**config.mk**
```make
export PLATFORM = sky130hd
export DESIGN_NAME = ex_mem_branch_stage
export DESIGN_NICKNAME = d
export VERILOG_FILES = /design/src/rtl/ex_mem_branch_stage.sv
export SDC_FILE = /design/constraint.sdc
export NUM_CORES = 1
export LEC_CHECK = 0
export ABC_CLOCK_PERIOD_IN_PS = 2070
export BUFFER_PORTS_ARGS = -buffer_cell sky130_fd_sc_hd__buf_4
export CORE_AREA = 3 3 161 163
export CTS_CLUSTER_DIAMETER = 40
export DETAILED_ROUTE_END_ITERATION = 10
export DIE_AREA = 0 0 164 166
export MAX_ROUTING_LAYER = met4
export PLACE_DENSITY_LB_ADDON = 0.1
export SETUP_SLACK_MARGIN = 0.15
export SYNTH_ARGS = -nofsm -noshare
export SYNTH_HDL_FRONTEND = slang
export SYNTH_SLANG_ARGS = --single-unit
```
**constraint.sdc**
```tcl
create_clock -name clk -period 2.07 [get_ports clk]
set_input_delay 0.207 -clock clk [delete_from_list [all_inputs] [get_ports clk]]
set_output_delay 0.207 -clock clk [all_outputs]
set_load 0.1 [all_outputs]
```
**src/rtl/ex_mem_branch_stage.sv**
```systemverilog
// ex_mem_branch_stage: EX/MEM pipeline register with beq/blt resolution,
// a one-cycle fetch redirect and a fixed-depth squash of wrong-path entries.
// Latency: 1 cycle EX->MEM. A stall holds all state except pc_src, which
// drops to 0. A flush inserts a bubble.
// Ports: clk/reset (sync, active-high); stall, flush; ex_* from the ALU stage;
//   mem_* to the MEM stage; pc_src/pc_target redirect; squashing status.
// Optional: define BRANCH_STATS_EN to add the taken_count/squash_count outputs.
module ex_mem_branch_stage #(
  parameter int XLEN         = 64,
  parameter int SQUASH_DEPTH = 2    // 1..7
) (
  input  logic            clk,
  input  logic            reset,
  input  logic            stall,
  input  logic            flush,
  input  logic            ex_valid,
  input  logic [XLEN-1:0] ex_result,
  input  logic            ex_zero,
  input  logic            ex_lt_n,
  input  logic [2:0]      ex_func3,
  input  logic            ex_branch,
  input  logic [XLEN-1:0] ex_target,
  input  logic [4:0]      ex_rd,
  input  logic            ex_reg_write,
  input  logic            ex_mem_read,
  input  logic            ex_mem_write,
  input  logic            ex_mem_to_reg,
  input  logic [XLEN-1:0] ex_store_data,
  output logic            mem_valid,
  output logic [XLEN-1:0] mem_result,
  output logic [XLEN-1:0] mem_store_data,
  output logic [4:0]      mem_rd,
  output logic            mem_reg_write,
  output logic            mem_mem_read,
  output logic            mem_mem_write,
  output logic            mem_mem_to_reg,
  output logic            pc_src,
  output logic [XLEN-1:0] pc_target,
  output logic            squashing
`ifdef BRANCH_STATS_EN
  ,
  output logic [31:0]     taken_count,
  output logic [31:0]     squash_count
`endif
);

  localparam logic [2:0] SQ_INIT = 3'(SQUASH_DEPTH);

  typedef enum logic {IDLE, SQUASH} state_t;

  state_t     state;
  logic [2:0] cnt;

  logic accept;
  logic br_cond;
  logic taken;
  logic capture;

  // The FSM is in SQUASH exactly when cnt is nonzero, so the state replaces a
  // cnt==0 compare on the accept path.
  assign accept  = ex_valid && (state == IDLE);
  assign br_cond = ((ex_func3 == 3'b000) && ex_zero) ||
                   ((ex_func3 == 3'b100) && !ex_lt_n);
  assign taken   = accept && ex_branch && br_cond;
  assign capture = !flush && !stall;

  always_ff @(posedge clk) begin
    if (reset) begin
      state          <= IDLE;
      cnt            <= 3'd0;
      squashing      <= 1'b0;
      mem_valid      <= 1'b0;
      mem_result     <= '0;
      mem_store_data <= '0;
      mem_rd         <= 5'd0;
      mem_reg_write  <= 1'b0;
      mem_mem_read   <= 1'b0;
      mem_mem_write  <= 1'b0;
      mem_mem_to_reg <= 1'b0;
      pc_src         <= 1'b0;
      pc_target      <= '0;
    end else if (flush) begin
      // Bubble: data fields hold, any local squash is abandoned.
      state          <= IDLE;
      cnt            <= 3'd0;
      squashing      <= 1'b0;
      mem_valid      <= 1'b0;
      mem_reg_write  <= 1'b0;
      mem_mem_read   <= 1'b0;
      mem_mem_write  <= 1'b0;
      mem_mem_to_reg <= 1'b0;
      pc_src         <= 1'b0;
    end else if (stall) begin
      // The redirect is a strict one-cycle pulse; a stall never stretches it.
      pc_src <= 1'b0;
    end else begin
      mem_valid      <= accept;
      mem_result     <= ex_result;
      mem_store_data <= ex_store_data;
      mem_rd         <= ex_rd;
      // A taken branch travels down as a valid no-op: no register or memory write.
      mem_reg_write  <= accept && ex_reg_write && !taken;
      mem_mem_read   <= accept && ex_mem_read;
      mem_mem_write  <= accept && ex_mem_write && !taken;
      mem_mem_to_reg <= accept && ex_mem_to_reg;
      pc_src         <= taken;
      if (taken) begin
        pc_target <= ex_target;
      end

      case (state)
        IDLE: begin
          if (taken) begin
            state     <= SQUASH;
            cnt       <= SQ_INIT;
            squashing <= 1'b1;
          end
        end
        SQUASH: begin
          // Counts edges, not valid entries: a bubble from EX also uses up a slot.
          cnt <= cnt - 3'd1;
          if (cnt == 3'd1) begin
            state     <= IDLE;
            squashing <= 1'b0;
          end
        end
        default: begin
          state     <= IDLE;
          cnt       <= 3'd0;
          squashing <= 1'b0;
        end
      endcase
    end
  end

`ifdef BRANCH_STATS_EN
  logic drop;
  assign drop = capture && ex_valid && (state == SQUASH);

  always_ff @(posedge clk) begin
    if (reset) begin
      taken_count  <= 32'd0;
      squash_count <= 32'd0;
    end else begin
      if (capture && taken && (taken_count != 32'hFFFF_FFFF)) begin
        taken_count <= taken_count + 32'd1;
      end
      if (drop && (squash_count != 32'hFFFF_FFFF)) begin
        squash_count <= squash_count + 32'd1;
      end
    end
  end
`endif

endmodule

```
==> impl_results.md <==
- Req. time, crit path: between 2000 and 3000 ps
- CTS Buffer Depth: 3
- Clk slew on worst S/H paths: around 50 ps
- Starting DRT DRC Count: around 430
- Clock power frac: roughly half
- Wire per inst: ~15 um
- Starting density of the core: between 30% and 40%
- Hold Path End: pc_target[3]$_SDFFE_PP0P_
- CP startpoint: state$_SDFFE_PP0N_
- Period utilization: 81.1%
- Clock Latency Late Sink: about 500 ps
- IO Pins: between 400 and 500
- Switching Share: 27.4%
- Seq/Total Area, Yosys: 52.2%
- Critical Path AT: ~2100 ps
- Syn Std Cell Area: approximately 8000 um^2
- Initial antenna violation count: 0
- Cell leakage power: between 0.006 and 0.007 uW
- Worst r2r path cells: 4
- Max Cap Viol: 0
- CP Class: flop to flop
- Largest registers: mem_result x64, mem_store_data x64, pc_target x64
- Core area: between 20000 and 25000 um^2
- # clock sinks: 208
- Seq pwr share: 32.6%
- TritonCTS clock tree: built
- Wire length of the first global-routing pass: 43500 um
- Synth Flop Type: dfxtp_1
- Crit path max fanout: 19
- Die Width: around 160 um
- Setup crit end kind: flop
- Peak VDD IR: a little under 0.7 mV
- Worst r2r src: state$_SDFFE_PP0N_
- Area of the multi-input gates: roughly 3400 um^2
- Synth warn: 0
- RSZ-0062 raised after global routing: false
- Yosys cell types: 31
- Hold Crit Class: input port to flop
- RR Endpoint: pc_target[9]$_SDFFE_PP0P_
- DR vias: a little over 8k
- Vias in the first global route: approximately 8.4k
- Total GRT Usage: 20.2%
- Fillers: approximately 2.2k
- DRC viols: 0
- FMAX: just under 600 MHz
- Global route overflow: 0
- CTS H-tree lvls: 2
- GP Congestion: roughly 0.79
- Post-Syn Nets: 1127
- Hold path cells: 3
- Cell Rows: 57
- Cell taking the most area after synthesis: dfxtp_1
- Tmin final: around 1700 ps
- I/O Buffers: 415
- Worst Tran Pin Value: slightly below 500 ps
- Combinational share of power: 17.0%
- ANT cells: 0
- Clk_skew: just under 7 ps
- DRT antenna net count: 0
- Hold_ws: about 11 ps
- Slew headroom: about 68%
- Psw: about 3500 uW
- Top-count cell post-synth: nand2_1
- Yosys top cell area share: a little over half
- Pre-antenna DRT Iters: 5
- Share of cells above drive strength 1: approximately a third
- Pin count of the biggest net entering global routing: between 100 and 150
- Layout Area Growth over Synthesis: 83.0%
- Internal power: ~9400 uW
- Slew Viols, Final: 0
- Post-layout nets: roughly 1.7k
- Synth Instances: approximately 910
- Reg2reg setup slack: 390 ps
- Syn_area_per_cell: just under 9 um^2
- Die area: between 20000 and 30000 um^2
- Hold path startpoint: ex_target[3]
- Final setup viols: 0
- Outcome: finished clean
- Root buffer cell: clkbuf_16
- Post-CTS Resized: 0
- Post-synth EDFFs: 0
- Synth top cells by count: 269 x nand2_1, 208 x dfxtp_1, 138 x a21oi_1
- Register area: approximately 4200 um^2
- CTS Buf Count: 38
- Final setup TNS: 0 ps
- Flops & latches, synth: about 210
- Die Ht: about 170 um
- Ys async rst share: 0%
- Hold Violations, Final: 0
- Vias per cell: about 4.4
- Hpwl dp: around 19000 um
- Total detailed-routing wirelength: 28300 um
- Largest cells by area after synthesis: dfxtp_1 52%, nand2_1 13%, nand2b_1 10%
- Critical path startpoint category: flop
- PD cells: 882 nW/um^2
==> critical path, cell delays in order, from the launching register on <==
cell and delay, ps:
dfxtp_1 380, nor3b_4 340, o2111a_2 310, buf_4 340, mux2i_1 230
==> worst max path at each step <==
stage,endpoint,slack (ps),cells after the start
floorplan,pc_target[10]$_SDFFE_PP0P_,700,5
global placement,pc_target[21]$_SDFFE_PP0P_,420,5
detailed placement,pc_target[0]$_SDFFE_PP0P_,360,5
CTS,pc_target[27]$_SDFFE_PP0P_,390,4
global route,pc_target[13]$_SDFFE_PP0P_,280,4
finish,pc_target[9]$_SDFFE_PP0P_,390,4
==> routing by layer <==
metal  wire length, um  part of all wire (%)  track usage [%]  vias up
met4               825                   2.9             6.77        0
met1             11200                    40             22.5     3668
met5                 0                     0                -        -
li1                  -                     -                -     4152
met2             13900                    49             34.5      321
met3              2360                   8.3             5.81       59
==> kinds of logic (layout without fill, tap and decap cells) <==
group                      count (synthesis)  count (layout)  synth area share (%)
AOI/OAI and AO/OA                        147             147                  9.56
xor gates and xnor gates                   1               1                 0.110
adders and majority gates                  2               2                 0.313
buffers and inverters                     71             696                  5.14
DFF                                      208             208                  52.2
muxes                                     64              64                  8.02
and+or+nand+nor                          420             420                  24.7
==> placed cells by master, fill, tap and decap left out, types with 3 or more instances in the layout <==
cell type and instances:
buf_4 418, nand2_1 269, dfxtp_1 208, dlygate4sd3_1 196
a21oi_1 138, nand2b_1 128, mux2i_1 64, clkbuf_16 38
bufinv_16 7, buf_12 7, nor2_1 6, clkinv_2 6
clkinvlp_4 6, inv_1 4, clkbuf_1 4, clkbuf_8 4
nor2b_1 3, inv_6 3
==> metrics by stage <==
stage               total power (uW)  cell area, um^2  util [%]  std cells  worst slack (ps)
finish                         12900            14600      59.7       1862               391
detailed placement              6160            11300      46.2       1596               364
global placement                6140            11300      46.2       1596               420
floorplan                       5530             7980         -        913               696
global route                   13400            14600      59.7       1862               282
CTS                            13100            14600      59.7       1862               387
==> cell type report <==
cell class | instances | share of cell area [%]
well taps | 324 | 2.77
repair buffers | 622 | 35.9
clock inverters | 24 | 2.30
multi-input cells | 634 | 23.4
inverters | 4 | 0.103
flip-flops and latches | 208 | 28.5
clock buffers | 46 | 6.99
==> power by group through the flow <==
stage | Combinational, uW | Sequential, uW | Clock, uW
floorplan | 355 | 5170 | 0
finish | 2190 | 4200 | 6490
detailed placement | 1880 | 4280 | 0
global placement | 1870 | 4270 | 0
global route | 2300 | 4210 | 6850
CTS | 2190 | 4200 | 6680
==> what timing repair did <==
| action | 4_1_cts | 5_1_grt |
|---|---|---|
| hold endpoints to repair | 196 | 0 |
| buffers inserted | 0 | 0 |
| hold buffers | 196 | 0 |
Note: power is estimated with default switching activity, not from simulation.
